$ cat config.mk
export PLATFORM = sky130hd
export DESIGN_NAME = mix_columns_seq
export DESIGN_NICKNAME = d
export VERILOG_FILES = /design/src/rtl/aes_pkg.sv /design/src/rtl/mixcol_column_unit.sv /design/src/rtl/mix_columns_seq.sv
export SDC_FILE = /design/constraint.sdc
export NUM_CORES = 1
export LEC_CHECK = 0
export ABC_AREA = 1
export CAP_MARGIN = 20
export CORE_MARGIN = 2
export CORE_UTILIZATION = 42
export CTS_CLUSTER_SIZE = 10
export DETAILED_ROUTE_END_ITERATION = 8
export HOLD_SLACK_MARGIN = 0.03
export PLACE_DENSITY = 0.71
export REMOVE_ABC_BUFFERS = 1
export SYNTH_ARGS = -nofsm -noshare
export SYNTH_HDL_FRONTEND = slang
export SYNTH_SLANG_ARGS = --single-unit
$ cat constraint.sdc
create_clock -name clk -period 12 [get_ports clk]
set_clock_uncertainty 0.2 [all_clocks]
set_input_delay 2.4 -clock clk [delete_from_list [all_inputs] [get_ports clk]]
set_output_delay 2.4 -clock clk [all_outputs]
set_load 0.005 [all_outputs]
$ cat src/rtl/aes_pkg.sv
// Shared AES datapath types and GF(2^8) helpers.
// Used by the column-serial MixColumns sequencer and its column mixer.
package aes_pkg;

    typedef logic [127:0] state_t;
    typedef logic [31:0]  column_t;

    typedef enum logic [1:0] {
        IDLE,
        BUSY,
        DONE
    } mcs_state_e;

    // Low byte of the AES field polynomial x^8 + x^4 + x^3 + x + 1
    localparam logic [7:0] AES_POLY_LOW = 8'h1B;

    // Multiply by x in GF(2^8), reducing modulo the AES polynomial
    function automatic logic [7:0] xtime(input logic [7:0] a);
        return {a[6:0], 1'b0} ^ (a[7] ? AES_POLY_LOW : 8'h00);
    endfunction

endpackage

$ cat src/rtl/mixcol_column_unit.sv
// Combinational MixColumns for one 32-bit column (row 0 in [31:24]).
module mixcol_column_unit
    import aes_pkg::*;
(
    input  column_t col_in,
    output column_t col_out
);

    logic [7:0] a0, a1, a2, a3;
    logic [7:0] d0, d1, d2, d3;   // 2*a
    logic [7:0] t0, t1, t2, t3;   // 3*a

    assign a0 = col_in[31:24];
    assign a1 = col_in[23:16];
    assign a2 = col_in[15:8];
    assign a3 = col_in[7:0];

    assign d0 = xtime(a0);
    assign d1 = xtime(a1);
    assign d2 = xtime(a2);
    assign d3 = xtime(a3);

    assign t0 = d0 ^ a0;
    assign t1 = d1 ^ a1;
    assign t2 = d2 ^ a2;
    assign t3 = d3 ^ a3;

    assign col_out[31:24] = d0 ^ t1 ^ a2 ^ a3;
    assign col_out[23:16] = a0 ^ d1 ^ t2 ^ a3;
    assign col_out[15:8]  = a0 ^ a1 ^ d2 ^ t3;
    assign col_out[7:0]   = t0 ^ a1 ^ a2 ^ d3;

endmodule

$ cat src/rtl/mix_columns_seq.sv
// Column-serial MixColumns sequencer: one shared column mixer, four
// cycles per state, valid/ready on both sides.
// Optional feature macro: MIX_COLUMNS_SEQ_LAST_BYPASS_EN -- when defined,
// a state captured with in_last=1 passes through unmixed (final round).
module mix_columns_seq
    import aes_pkg::*;
(
    input  logic         clk,
    input  logic         rst,
    input  logic         in_valid,
    output logic         in_ready,
    input  logic [127:0] in_data,
    input  logic         in_last,
    output logic         out_valid,
    input  logic         out_ready,
    output logic [127:0] out_data,
    output logic         busy
);

    mcs_state_e state, next_state;
    logic [1:0] col;
    state_t     cap;      // captured state; mixed columns overwrite it in place
    state_t     res;      // published result, only updated on the final column
    column_t    col_in;
    column_t    col_mix;
    column_t    col_res;
    logic [6:0] col_lo;   // bit offset of column `col` (column 0 is the MSBs)
    logic       accept;

    assign col_lo = {~col, 5'b0_0000};
    assign col_in = cap[col_lo +: 32];
    assign accept = in_valid & in_ready;

    mixcol_column_unit u_mix (
        .col_in  (col_in),
        .col_out (col_mix)
    );

`ifdef MIX_COLUMNS_SEQ_LAST_BYPASS_EN
    logic last_q;

    assign col_res = last_q ? col_in : col_mix;

    // Final-round flag travels with the captured state
    always_ff @(posedge clk or posedge rst) begin
        if (rst)
            last_q <= 1'b0;
        else if (accept)
            last_q <= in_last;
    end
`else
    logic unused_last;

    assign unused_last = in_last;
    assign col_res     = col_mix;
`endif

    // FSM state register
    always_ff @(posedge clk or posedge rst) begin
        if (rst)
            state <= IDLE;
        else
            state <= next_state;
    end

    // Next-state and handshake outputs
    always_comb begin
        next_state = state;
        in_ready   = 1'b0;
        out_valid  = 1'b0;
        busy       = 1'b0;
        case (state)
            IDLE: begin
                in_ready = 1'b1;
                if (in_valid)
                    next_state = BUSY;
            end
            BUSY: begin
                busy = 1'b1;
                if (col == 2'd3)
                    next_state = DONE;
            end
            DONE: begin
                busy      = 1'b1;
                out_valid = 1'b1;
                if (out_ready)
                    next_state = IDLE;
            end
            default: next_state = IDLE;
        endcase
    end

    // Capture, per-column write-back and result publish on the last column
    always_ff @(posedge clk or posedge rst) begin
        if (rst) begin
            col <= 2'd0;
            cap <= '0;
            res <= '0;
        end else if (accept) begin
            col <= 2'd0;
            cap <= in_data;
        end else if (state == BUSY) begin
            cap[col_lo +: 32] <= col_res;
            col               <= col + 2'd1;
            if (col == 2'd3)
                res <= {cap[127:32], col_res};
        end
    end

    assign out_data = res;

endmodule

# Word-level counts from Yosys, hierarchy flattened

Cells that the tools add are included.

Bits in registers: 260
Word-level logic and storage cells: 59

$add $sub $neg: 2
Eq/ne operators: 6
Shifts and indexed selects: 3
Mux-type cells: 16
Bitwise operators: 23
Reduce and logical (&&, ||, !) cells: 5

Operators by type and width:

| cell                     | number |
|---|---|
| $mux 128                 | 2 |
| $xor 8x8->8              | 20 |
| $bwmux 128               | 1 |
| $shift 32x9->128 const A | 1 |
| $shiftx 128x8->32        | 1 |
| $shiftx 32x9->128        | 1 |
| $mux 5                   | 4 |
| $mux 2                   | 5 |
| $neg 7->9                | 1 |
| $pmux 2 s3               | 1 |
| $reduce_and 3->1         | 2 |
| $eq 2x2->1 const B       | 2 |
| $ne 2x2->1 const B       | 2 |
| $mux 1                   | 3 |
| $add 2x1->2 const B      | 1 |
| $eq 2x1->1 const B       | 1 |
| $logic_not 2->1          | 1 |
| $ne 2x1->1 const B       | 1 |
| $not 2->2                | 1 |
| $reduce_bool 2->1        | 1 |
| $reduce_or 2->1          | 1 |
| $and 1x1->1              | 1 |
| $not 1->1                | 1 |

# Logic depth before layout (Yosys ltp)

Gate-level depths: netlist (run 1).

Word-level depth: 12
Mapped depth: 16
Mapped depth without buffers: 14

# By module

Synthesis (run 1) repeated with hierarchy kept, for this count alone.

Cell total of the unflattened synthesis: 2311
Area, all modules: 15539.9 um^2

By module, submodules not included:

| module             | times used | cells each | area an instance (um^2) |
|---|---|---|---|
| mix_columns_seq    | 1          | 1879       | 13499.2 |
| mixcol_column_unit | 1          | 432        | 2040.7 |

# Least setup slack after synthesis (run 1)

Ideal clock, no wire load.

Path kind: input-to-reg
Start: in in_valid
End: reg cap[82]
Setup time: 0.069 ns
Data arrival time: 3.510 ns
Path slack: 8.221 ns
Stages: 6
Path through: nand2_1 -> nand2_1 -> nor3_1 -> clkbuf_1 -> nand3_1 -> nand3_1

Word-level cells in the longest chain between the ends: 2

RTL lines:

| what                                          | line                   | RTL |
|---|---|---|
| start: declaration                            | mix_columns_seq.sv:10  | `input logic in_valid,` |
| $and 1x1->1 *                                 | mix_columns_seq.sv:32  | `assign accept = in_valid & in_ready;` |
| $mux 128 or $reduce_bool 2->1 (tied branches) | --                     |  |
| end signal: assignment                        | mix_columns_seq.sv:101 | `cap <= in_data;` |
| end signal: indexed assignment                | mix_columns_seq.sv:103 | `cap[col_lo +: 32] <= col_res;` |
| end: declaration                              | mix_columns_seq.sv:22  | `state_t cap;` |

Every way passes the cells marked *; elsewhere a longest branch is shown, timed or not.
A chain may end at the register's enable or synchronous reset.

# Worst setup path after layout (run 1)

Start: in in_valid
End: reg cap[12]

The elaborated chain is that of the path after synthesis.

==> results of run 1 <==
-- per-layer routing --
metal | part of all wire | track usage | wire, um
met1 | 0.41 | 0.339 | 19800
met3 | 0.090 | 0.0572 | 4290
met2 | 0.46 | 0.446 | 22200
met5 | 0 | 0 | 0
met4 | 0.032 | 0.0880 | 1510
-- cells in the mapped netlist --
library cell / count / area, um2
sky130_fd_sc_hd__nor2_1: 35 / 131
sky130_fd_sc_hd__nand4_1: 57 / 357
sky130_fd_sc_hd__inv_1: 131 / 492
sky130_fd_sc_hd__buf_2: 18 / 90.1
sky130_fd_sc_hd__nor2_4: 2 / 22.5
sky130_fd_sc_hd__buf_1: 12 / 45.0
sky130_fd_sc_hd__nand3_1: 238 / 1190
sky130_fd_sc_hd__nand2_4: 5 / 56.3
sky130_fd_sc_hd__nand3b_1: 1 / 7.51
sky130_fd_sc_hd__nand2_1: 1021 / 3830
sky130_fd_sc_hd__ha_1: 8 / 100
sky130_fd_sc_hd__inv_8: 1 / 11.3
sky130_fd_sc_hd__clkbuf_1: 61 / 229
sky130_fd_sc_hd__a21oi_1: 1 / 5.00
sky130_fd_sc_hd__buf_4: 7 / 52.6
sky130_fd_sc_hd__dfrtp_1: 260 / 6510
sky130_fd_sc_hd__nand2_2: 43 / 269
sky130_fd_sc_hd__nor2_2: 5 / 31.3
sky130_fd_sc_hd__xnor2_1: 4 / 35.0
sky130_fd_sc_hd__a31oi_1: 23 / 144
sky130_fd_sc_hd__o21bai_2: 1 / 11.3
sky130_fd_sc_hd__xor2_1: 2 / 17.5
sky130_fd_sc_hd__o21ai_0: 112 / 561
sky130_fd_sc_hd__nor3_1: 2 / 10.0
sky130_fd_sc_hd__o211ai_1: 12 / 90.1
sky130_fd_sc_hd__buf_6: 10 / 113
sky130_fd_sc_hd__nand3_2: 3 / 30.0
sky130_fd_sc_hd__inv_4: 1 / 6.26
sky130_fd_sc_hd__inv_2: 13 / 48.8
sky130_fd_sc_hd__o221ai_1: 1 / 8.76
sky130_fd_sc_hd__nor4_4: 1 / 21.3
sky130_fd_sc_hd__xor2_2: 1 / 16.3
sky130_fd_sc_hd__o21ai_1: 3 / 15.0
-- sequential cells by signal, indices dropped and copies added (netlist names) --
name and count:
cap 128, col 2, state 2, out_data 128
-- area by class of cell --
class / count / area (um2)
Clock buffer: 41 / 853
Sequential cell: 260 / 6510
Antenna cell: 1 / 2.50
Timing Repair Buffer: 279 / 2770
Inverter: 146 / 568
Tap cell: 455 / 569
Multi-Input combinational cell: 1581 / 6980
Fill cell: 3360 / 16100
Clock inverter: 3 / 18.8
-- where the power goes --
part / internal (mW) / switching (mW)
combinational: 1.19 / 2.32
clock: 0.486 / 0.362
sequential: 1.26 / 0.237
-- cells in the final DEF, fill, tap and decap left out, types with 31 or more instances in the layout --
master	netlist	routed
sky130_fd_sc_hd__nand4_1	57	57
sky130_fd_sc_hd__nand2_2	43	43
sky130_fd_sc_hd__clkdlybuf4s50_1	0	262
sky130_fd_sc_hd__inv_1	131	129
sky130_fd_sc_hd__clkbuf_16	0	31
sky130_fd_sc_hd__nor2_1	35	34
sky130_fd_sc_hd__o21ai_0	112	112
sky130_fd_sc_hd__nand2_1	1021	1020
sky130_fd_sc_hd__nand3_1	238	238
sky130_fd_sc_hd__dfrtp_1	260	258
-- path summary, 6_finish.rpt --
kind | from | end | slack, ns | depth (start not counted)
hold / removal | out_data[127] | out_data[127] | 0.28 | 2
max in group asynchronous | rst | col[0] | 7.73 | 3
min in group asynchronous | rst | out_data[97] | 2.23 | 2
hold reg to reg | out_data[127] | out_data[127] | 0.28 | 2
setup reg to reg | col[0] | cap[12] | 7.92 | 7
setup / recovery | in_valid | cap[12] | 7.09 | 8
-- critical path: cells and delay by family --
family,cells,cell delay [ns]
buffers and inverters,5,1.87
AOI/OAI and AO/OA,1,0.26
and+or+nand+nor,2,0.65
-- cell families (layout without fill, tap and decap cells) --
| kind of cell | after synthesis | in the layout | synth area share |
|---|---|---|---|
| simple gates | 1413 | 1413 | 0.409 |
| flops | 260 | 260 | 0.447 |
| buf+inv | 254 | 469 | 0.0747 |
| compound gates | 153 | 153 | 0.0573 |
| fa+ha+maj | 8 | 8 | 0.00688 |
| xor+xnor | 7 | 7 | 0.00473 |
| other cells | 0 | 1 | 0 |
-- metrics by stage --
stage | hold WS [ns] | power, mW | std cells | utilization | area, um2
floorplan | 0.264 | 3.69 | 1987 | - | 14000
global placement | 0.264 | 4.89 | 2720 | 0.505 | 17400
detailed placement | 0.265 | 4.98 | 2720 | 0.505 | 17400
CTS | 0.280 | 5.85 | 2764 | 0.531 | 18200
global route | 0.296 | 6.37 | 2765 | 0.532 | 18300
finish | 0.276 | 5.86 | 2766 | 0.532 | 18300
==> flow_summary.rst, run 1 <==
.. list-table::
   :header-rows: 1

   * - Metric
     - Value
   * - Clock-pin slew on the worst setup and hold paths
     - 0.06 ns
   * - Crit Path Max Fanout
     - 63
   * - Number of iterations in the first detailed-routing pass
     - 6
   * - Share of the clock period used by the worst path
     - 0.409
   * - Global router's overall resource usage
     - 0.265
   * - Maximum level of the CTS H-tree
     - 1
   * - Remaining global-route overflow
     - 0
   * - Cell variety after synth
     - 33
   * - Buffer depth of the longest clock path
     - 3
   * - Synth-to-Final Area Change
     - 25.5%
   * - Highest Clock Rate
     - 0.204 GHz
   * - Die width
     - around 190 um
   * - Arrival time of data at the critical path endpoint
     - 5.18 ns
   * - CTS tree
     - built
   * - Count of mapped cells out of synthesis
     - roughly 2,100
   * - Sinks on Clock Net
     - 260
   * - Kind of path behind the tightest hold check
     - register to register
   * - Total of buffers placed on input and output ports
     - 262
   * - Number of buffers inserted to repair setup after CTS
     - 0
   * - Setup slack after placement
     - 6.59 ns
   * - Average routed wire per standard cell
     - around 17 um
   * - Type of the worst setup path
     - input port to register
   * - Vias post-DR
     - roughly 15,000
   * - Yosys synthesis warning count
     - 0
   * - Slowest cell on the critical path
     - sky130_fd_sc_hd__nor4_4
   * - Count of endpoints failing setup in the final report
     - 0
   * - First-pass GRT wire length
     - around 76,000 um
   * - Number of DRC markers after the initial detailed-route iteration
     - around 1,200
   * - Num ports
     - 264
   * - Die H
     - 190 um
   * - Worst Setup Start Kind
     - input port
   * - Vias per inst
     - 5.30
   * - Largest vdd supply drop
     - 0.184 mV
   * - Slew Limit Fails
     - 0
   * - Worst Setup End Kind
     - register
   * - Sequential fraction of the synthesis area
     - 0.447
   * - Total of max-cap violations
     - 0
   * - CP Cell Sequence
     - clkdlybuf4s50_1 -> nand2_1 -> buf_4 -> inv_4 -> nor4_4 -> buf_4 -> inv_1 -> o211ai_1
   * - Hold Vio Cnt, Final
     - 0
   * - Syn avg cell area
     - 6.95 um2
   * - Combined area of all synthesized cells
     - roughly 15,000 um2
   * - Post-layout minimum cycle time
     - 4.91 ns
   * - Setup repair after global routing missed its margin
     - no
   * - Post-cts hold buffer count
     - 0
   * - Required @ worst endpoint
     - about 12 ns
   * - Routed Wire Length
     - 47,800 um
   * - Total power per unit cell area
     - 321 nW/um2
   * - Max stage delay on crit path
     - 0.57 ns
   * - CTS-repair resized insts
     - 0
   * - Inserted Clock Buffers
     - 31
   * - Cell type with the highest occurrence count on the critical path
     - sky130_fd_sc_hd__buf_4
   * - CTS Root Cell
     - sky130_fd_sc_hd__clkbuf_16
   * - Starting Density
     - 0.423
   * - Net count, final
     - about 2,400
   * - Fin worst setup slack
     - 7.09 ns
   * - Total leakage power
     - 9.18 nW
   * - Run status
     - completed
   * - Remaining antenna violation count after routing
     - 0
   * - Clock latency reported for the late side of the worst-skew pair
     - 0.56 ns
   * - Pin count of the biggest net entering global routing
     - 136
   * - Die ar.
     - 36,200 um2
   * - Slew @ Worst Pin
     - just over 1 ns
   * - Worst-case headroom to the max-slew limit
     - 0.328
   * - Sum of negative setup slack
     - 0 ns
   * - Register bit count reported by yosys
     - 260
   * - Fraction of final layout cells sized beyond drive strength 1
     - 0.0602
   * - Placeable Area
     - 34,400 um2
   * - HPWL Detailed
     - 31,900 um
   * - Number of global-route vias before repair
     - 14,421
   * - Number of antenna violations at the first check in global routing
     - 1
   * - Core Rows
     - 68
   * - Routability-driven placement congestion ratio
     - 0.887
   * - DRC errors left
     - 0
Note: power is estimated with default switching activity, not from simulation.
==> run 2: changes to the inputs <==
--- a/config.mk
+++ b/config.mk
@@ -12,7 +12,7 @@
 export CTS_CLUSTER_SIZE = 10
 export DETAILED_ROUTE_END_ITERATION = 8
 export HOLD_SLACK_MARGIN = 0.03
-export PLACE_DENSITY = 0.71
+export PLACE_DENSITY = 0.74
 export REMOVE_ABC_BUFFERS = 1
 export SYNTH_ARGS = -nofsm -noshare
 export SYNTH_HDL_FRONTEND = slang
==> constraint.sdc (replaced) <==
create_clock -name clk -period 4.25 [get_ports clk]
set_clock_uncertainty 0.2 [all_clocks]
set_input_delay 0.85 -clock clk [delete_from_list [all_inputs] [get_ports clk]]
set_output_delay 0.85 -clock clk [all_outputs]
set_load 0.005 [all_outputs]
==> flow_summary.rst, run 2 (synthesis results as in run 1) <==
.. list-table::
   :header-rows: 1

   * - Metric
     - Value
   * - Slew @ Worst Pin
     - 0.906 ns (was 1.01 ns)
   * - Count of endpoints failing setup in the final report
     - 0 (unchanged)
   * - Top library cells by usage in the layout, fill and taps aside
     - sky130_fd_sc_hd__nand2_1, sky130_fd_sc_hd__clkdlybuf4s50_1, sky130_fd_sc_hd__dfrtp_1 (unchanged)
   * - Total leakage power
     - 9.27 nW (was 9.18 nW)
   * - CTS-repair resized insts
     - 0 (unchanged)
   * - Worst-case headroom to the max-slew limit
     - 0.396 (was 0.328)
   * - Largest vdd supply drop
     - 0.447 mV (was 0.184 mV)
   * - P_int
     - 8.36 mW (was 2.94 mW)
   * - Die H
     - 190 um (unchanged)
   * - Post-layout utilization of the core
     - 0.537 (was 0.532)
   * - Starting Density
     - 0.423 (unchanged)
   * - Num ports
     - 264 (unchanged)
   * - Number of buffers inserted to repair setup after CTS
     - 0 (unchanged)
   * - First-pass GRT wire length
     - 74,800 um (was 75,900 um)
   * - Area post-placement
     - 17,600 um2 (was 17,400 um2)
   * - Vias per inst
     - 5.35 (was 5.30)
   * - Buffer depth of the longest clock path
     - 3 (unchanged)
   * - DRC errors left
     - 0 (unchanged)
   * - Switching share of total power
     - 0.496 (was 0.498)
   * - Total power draw
     - 16.6 mW (was 5.86 mW)
   * - Number of iterations in the first detailed-routing pass
     - 5 (was 6)
   * - Maximum level of the CTS H-tree
     - 1 (unchanged)
   * - Run status
     - completed (unchanged)
   * - Setup slack after placement
     - 1.10 ns (was 6.59 ns)
   * - Remaining antenna violation count after routing
     - 0 (unchanged)
   * - Clock latency reported for the late side of the worst-skew pair
     - 0.57 ns (was 0.56 ns)
   * - Post-cts hold buffer count
     - 0 (unchanged)
   * - Total power per unit cell area
     - 899 nW/um2 (was 321 nW/um2)
   * - Remaining global-route overflow
     - 0 (unchanged)
   * - Leading cell type in the layout, fill and taps excluded
     - sky130_fd_sc_hd__nand2_1 (unchanged)
   * - Sinks on Clock Net
     - 260 (unchanged)
   * - Placeable Area
     - 34,400 um2 (unchanged)
   * - Routed Wire Length
     - 48,200 um (was 47,800 um)
   * - Inserted Clock Buffers
     - 31 (unchanged)
   * - Worst Setup End Kind
     - register (unchanged)
   * - Number of global-route vias before repair
     - 14,063 (was 14,421)
   * - Synth-to-Final Area Change
     - 26.7% (was 25.5%)
   * - Clock power frac
     - 0.145 (about the same)
   * - Share of power burned in combinational logic
     - 0.596 (was 0.599)
   * - Number of DRC markers after the initial detailed-route iteration
     - 1,217 (unchanged)
   * - Fin worst setup slack
     - 1.19 ns (was 7.09 ns)
   * - Share of the clock period used by the worst path
     - 0.721
   * - Hold Vio Cnt, Final
     - 0 (unchanged)
   * - Die ar.
     - 36,200 um2 (unchanged)
   * - Crit Path Max Fanout
     - 89 (was 63)
   * - Fraction of final layout cells sized beyond drive strength 1
     - 0.0667 (was 0.0602)
   * - Slew Limit Fails
     - 0 (unchanged)
   * - Vias post-DR
     - 14,861 (was 14,649)
   * - CTS Root Cell
     - sky130_fd_sc_hd__clkbuf_16 (unchanged)
   * - Average routed wire per standard cell
     - 17.3 um (about the same)
   * - Start of the worst register-to-register path
     - col[0] (unchanged)
   * - Flop-to-flop setup slack
     - 1.19 ns (was 7.92 ns)
   * - Cell count after placement
     - 2,736 (was 2,720)
   * - Number of antenna violations at the first check in global routing
     - 1 (unchanged)
   * - Sequential Power Share
     - 0.259 (was 0.256)
   * - Clock-pin slew on the worst setup and hold paths
     - 0.06 ns (about the same)
   * - Total of buffers placed on input and output ports
     - 262 (unchanged)
   * - Kind of path behind the tightest hold check
     - register to register (unchanged)
   * - Filler cell count in the final layout
     - 3,268 (was 3,360)
   * - Arrival time of data at the critical path endpoint
     - 3.30 ns (was 5.18 ns)
   * - Design area
     - 18,400 um2 (was 18,300 um2)
   * - Type of the worst setup path
     - register to register (was input port to register)
   * - Min-delay src
     - out_data[79] (was out_data[127])
   * - CTS tree
     - built (unchanged)
   * - Number of standard cells in the layout, taps in and fillers out
     - 2,779 (was 2,766)
   * - Pin count of the biggest net entering global routing
     - 90 (was 136)
   * - Die width
     - 190 um (unchanged)
   * - Diodes inserted
     - 0 (was 1)
   * - Core Rows
     - 68 (unchanged)
   * - Required @ worst endpoint
     - 4.49 ns (was 12.27 ns)
   * - Setup repair after global routing missed its margin
     - no (unchanged)
   * - HPWL Detailed
     - 33,400 um (was 31,900 um)
   * - Net switching component of the power
     - 8.22 mW (was 2.92 mW)
   * - Worst Setup Start Kind
     - register (was input port)
   * - Highest Clock Rate
     - 0.327 GHz
   * - Net count, final
     - 2,455 (was 2,440)
   * - Global router's overall resource usage
     - 0.262 (was 0.265)
   * - Routability-driven placement congestion ratio
     - 0.880 (was 0.887)
   * - Total of max-cap violations
     - 0 (unchanged)
   * - Worst setup startpoint
     - col[0] (was in_valid)
   * - Post-layout minimum cycle time
     - 3.06 ns
-- run 2: changes by cell type in the layout (fill, tap and decap cells not counted) --
cell	previous run	this run
sky130_fd_sc_hd__buf_16	1	0
sky130_fd_sc_hd__clkbuf_1	6	4
sky130_fd_sc_hd__clkbuf_8	4	5
sky130_fd_sc_hd__buf_4	16	26
sky130_fd_sc_hd__diode_2	1	0
sky130_fd_sc_hd__buf_12	0	6
-- run 2: worst paths after layout --
check | end | cells past startpoint
worst max-delay path | cap[68] | 13
worst min-delay path | out_data[79] | 2
worst max register to register | cap[68] | 13
worst min register to register | out_data[79] | 2
max in group asynchronous | col[1] | 3
min in group asynchronous | out_data[33] | 2
-- run 2: cell type report --
type | count | area (um2) | share of cell area
Clock inverter | 3 | 18.8 | 0.00102
Sequential cell | 260 | 6510 | 0.353
Timing Repair Buffer | 294 | 2940 | 0.159
Clock buffer | 40 | 860 | 0.0466
Inverter | 146 | 568 | 0.0308
Multi-Input combinational cell | 1581 | 6980 | 0.379
Tap cell | 455 | 569 | 0.0309
-- run 2: per-layer routing --
metal	GRT usage	up-vias	wire, um
li1	-	7088	-
met1	0.347	6959	19700
met2	0.434	706	22500
met3	0.0463	106	4270
met4	0.0906	2	1650
met5	0	-	13
-- run 2: metrics by stage --
step                      hold WS, ns  setup TNS [ns]
final                           0.274               0
after global routing            0.301               0
after CTS                       0.280               0
after detailed placement        0.264               0
after global placement          0.262               0
after floorplan                 0.264        -1240.67
-- run 2: critical path: stages (launching register included) --
cell	delay (ns)
sky130_fd_sc_hd__dfrtp_2	0.45
sky130_fd_sc_hd__inv_8	0.40
sky130_fd_sc_hd__buf_4	0.53
sky130_fd_sc_hd__nand2_1	0.13
sky130_fd_sc_hd__nand2_1	0.08
sky130_fd_sc_hd__nand2_1	0.05
sky130_fd_sc_hd__nand2_1	0.21
sky130_fd_sc_hd__nand2_1	0.11
sky130_fd_sc_hd__nand2_1	0.12
sky130_fd_sc_hd__nand2_1	0.09
sky130_fd_sc_hd__nand4_1	0.14
sky130_fd_sc_hd__nand2_1	0.16
sky130_fd_sc_hd__nand3_1	0.11
sky130_fd_sc_hd__nand3_1	0.09
-- run 2: power by group through the flow --
| stage | Combinational [mW] | Sequential, mW | Clock (mW) |
|---|---|---|---|
| 2_1_floorplan | 6.17 | 4.26 | 0 |
| 3_3_place_gp | 9.53 | 4.27 | 0 |
| 3_5_place_dp | 9.77 | 4.30 | 0 |
| 4_1_cts | 9.82 | 4.28 | 2.43 |
| 5_1_grt | 11.0 | 4.41 | 2.54 |
| 6_report | 9.89 | 4.29 | 2.41 |
==> run 3: changes to the inputs <==
--- a/config.mk
+++ b/config.mk
@@ -12,7 +12,7 @@
 export CTS_CLUSTER_SIZE = 10
 export DETAILED_ROUTE_END_ITERATION = 8
 export HOLD_SLACK_MARGIN = 0.03
-export PLACE_DENSITY = 0.74
+export PLACE_DENSITY = 0.71
 export REMOVE_ABC_BUFFERS = 1
 export SYNTH_ARGS = -nofsm -noshare
 export SYNTH_HDL_FRONTEND = slang
==> constraint.sdc (replaced) <==
create_clock -name clk -period 3 [get_ports clk]
set_clock_uncertainty 0.2 [all_clocks]
set_input_delay 0.6 -clock clk [delete_from_list [all_inputs] [get_ports clk]]
set_output_delay 0.6 -clock clk [all_outputs]
set_load 0.005 [all_outputs]
==> flow_summary.rst, run 3 (synthesis results as in run 1) <==
.. list-table::
   :header-rows: 1

   * - Metric
     - Value
   * - Clock-pin slew on the worst setup and hold paths
     - 0.06 ns (about the same)
   * - Die H
     - 190 um (unchanged)
   * - Total of buffers placed on input and output ports
     - 262 (unchanged)
   * - Sinks on Clock Net
     - 260 (unchanged)
   * - Worst Setup End Kind
     - output pin (was register)
   * - Filler cell count in the final layout
     - 3,339 (was 3,268)
   * - Num ports
     - 264 (unchanged)
   * - Global router's overall resource usage
     - 0.266 (was 0.262)
   * - Share of the clock period used by the worst path
     - 0.875
   * - Footprint of the multi-input gates
     - 6980 um2 (unchanged)
   * - First-pass GRT wire length
     - 76,600 um (was 74,800 um)
   * - Max stage delay on crit path
     - 0.49 ns (was 0.53 ns)
   * - Maximum level of the CTS H-tree
     - 1 (unchanged)
   * - Number of antenna violations at the first check in global routing
     - 0 (was 1)
   * - Diodes inserted
     - 0 (unchanged)
   * - CP delay by family, top
     - buffers and inverters (was simple AND/OR/NAND/NOR gates)
   * - Slowest cell on the critical path
     - sky130_fd_sc_hd__clkdlybuf4s50_1 (was sky130_fd_sc_hd__buf_4)
   * - Die width
     - 190 um (unchanged)
   * - Total area of sequential cells
     - 6510 um2 (unchanged)
   * - Slew Limit Fails
     - 0 (unchanged)
   * - Setup slack after placement
     - 0.391 ns (was 1.10 ns)
   * - CTS Root Cell
     - sky130_fd_sc_hd__clkbuf_16 (unchanged)
   * - Average routed wire per standard cell
     - 17.3 um (about the same)
   * - Leading cell type in the layout, fill and taps excluded
     - sky130_fd_sc_hd__nand2_1 (unchanged)
   * - Number of DRC markers after the initial detailed-route iteration
     - 1,134 (was 1,217)
   * - Worst hold-check slack
     - 0.264 ns (was 0.274 ns)
   * - Buffer depth of the longest clock path
     - 3 (unchanged)
   * - Number of buffers and inverters on the critical path
     - 2 (unchanged)
   * - CTS tree
     - built (unchanged)
   * - Starting Density
     - 0.423 (unchanged)
   * - CTS-repair resized insts
     - 0 (unchanged)
   * - Post-layout minimum cycle time
     - 2.63 ns
   * - Count of endpoints failing setup in the final report
     - 0 (unchanged)
   * - Flop-to-flop setup slack
     - 0.39 ns (was 1.19 ns)
   * - Remaining global-route overflow
     - 0 (unchanged)
   * - Largest vdd supply drop
     - 0.642 mV (was 0.447 mV)
   * - Routed Wire Length
     - 48,400 um (was 48,200 um)
   * - HPWL Detailed
     - 34,000 um (was 33,400 um)
   * - Cell depth of the worst flop-to-flop path
     - 8 (was 13)
   * - Fraction of final layout cells sized beyond drive strength 1
     - 0.0682 (was 0.0667)
   * - Clock latency reported for the late side of the worst-skew pair
     - 0.57 ns (about the same)
   * - Hold Vio Cnt, Final
     - 0 (unchanged)
   * - Remaining antenna violation count after routing
     - 0 (unchanged)
   * - Number of buffers inserted to repair setup after CTS
     - 0 (unchanged)
   * - Top library cells by usage in the layout, fill and taps aside
     - sky130_fd_sc_hd__nand2_1, sky130_fd_sc_hd__clkdlybuf4s50_1, sky130_fd_sc_hd__dfrtp_1 (unchanged)
   * - DRC errors left
     - 0 (unchanged)
   * - Inserted Clock Buffers
     - 31 (unchanged)
   * - Arrival time of data at the critical path endpoint
     - 1.83 ns (was 3.30 ns)
   * - Fin worst setup slack
     - 0.374 ns (was 1.19 ns)
   * - Die ar.
     - 36,200 um2 (unchanged)
   * - Post-cts hold buffer count
     - 0 (unchanged)
   * - Setup repair after global routing missed its margin
     - no (unchanged)
   * - Placeable Area
     - 34,400 um2 (unchanged)
   * - Number of iterations in the first detailed-routing pass
     - 5 (unchanged)
   * - Worst Setup Start Kind
     - register (unchanged)
   * - Pin count of the biggest net entering global routing
     - 169 (was 90)
   * - Kind of path behind the tightest hold check
     - input port to asynchronous set/reset pin (was register to register)
   * - Highest Clock Rate
     - 0.381 GHz
   * - Number of global-route vias before repair
     - 14,129 (was 14,063)
   * - Slew @ Worst Pin
     - 0.685 ns (was 0.906 ns)
   * - Synth-to-Final Area Change
     - 27.8% (was 26.7%)
   * - Run status
     - completed (unchanged)
   * - Total power draw
     - 23.8 mW (was 16.6 mW)
   * - Vias per inst
     - 5.27 (was 5.35)
   * - Vias post-DR
     - 14,701 (was 14,861)
   * - Core Rows
     - 68 (unchanged)
   * - Worst-case headroom to the max-slew limit
     - 0.543 (was 0.396)
   * - Destination of the worst register-to-register timing path
     - out_data[17] (was cap[68])
   * - Net count, final
     - 2,464 (was 2,455)
   * - Start of the worst register-to-register path
     - col[0] (unchanged)
   * - Required @ worst endpoint
     - 2.20 ns (was 4.49 ns)
   * - Crit Path Max Fanout
     - 4 (was 89)
   * - Total of max-cap violations
     - 0 (unchanged)
   * - Total leakage power
     - 9.34 nW (was 9.27 nW)
   * - Post-layout utilization of the core
     - 0.541 (was 0.537)
   * - CP Cell Sequence
     - inv_1 -> ha_1 -> clkdlybuf4s50_1 (was inv_8 -> buf_4 -> nand2_1 -> nand2_1 -> nand2_1 -> nand2_1 -> nand2_1 -> nand2_1 -> nand2_1 -> nand4_1 -> nand2_1 -> nand3_1 -> nand3_1)
   * - Total power per unit cell area
     - 1280 nW/um2 (was 899 nW/um2)
   * - Routability-driven placement congestion ratio
     - 0.886 (was 0.880)
   * - Type of the worst setup path
     - register to output pin (was register to register)
==> run 3: per-layer routing <==
| layer | global-route usage | vias up | share of wire |
|---|---|---|---|
| met5 | 0 | - | 0 |
| met4 | 0.0653 | 0 | 0.024 |
| met3 | 0.0454 | 73 | 0.075 |
| met2 | 0.452 | 531 | 0.47 |
| met1 | 0.355 | 6980 | 0.43 |
| li1 | - | 7117 | - |
==> run 3: where the power goes <==
part | leakage (nW) | switching (mW) | total, mW | internal, mW
logic | 5.60 | 9.30 | 14.3 | 4.97
registers | 3.31 | 0.993 | 6.04 | 5.05
clock network | 0.425 | 1.45 | 3.46 | 2.02
total | 9.34 | 11.7 | 23.8 | 12.0
==> run 3: per-stage QoR <==
step           setup TNS (ns)  instance area, um2  std cells
2_1_floorplan        -1803.41               14000       1987
3_3_place_gp                0               17700       2745
3_5_place_dp                0               17700       2745
4_1_cts                     0               18600       2788
5_1_grt                     0               18600       2788
6_report                    0               18600       2788
==> run 3: area by class of cell <==
| cell class | instances | share of cell area |
|---|---|---|
| Inverter | 146 | 0.0305 |
| Timing Repair Buffer | 303 | 0.167 |
| Clock buffer | 40 | 0.0435 |
| Multi-Input combinational cell | 1581 | 0.375 |
| Tap cell | 455 | 0.0306 |
| Sequential cell | 260 | 0.350 |
| Clock inverter | 3 | 0.00350 |
==> run 3: how the worst max path moves through the flow <==
stage / from / to / cells after the start
2_1_floorplan: rst / cap[0] / 1
3_3_place_gp: in_valid / cap[26] / 7
3_5_place_dp: col[0] / out_data[10] / 8
4_1_cts: state[0] / busy / 3
5_1_grt: col[0] / cap[89] / 15
6_report: state[0] / busy / 3
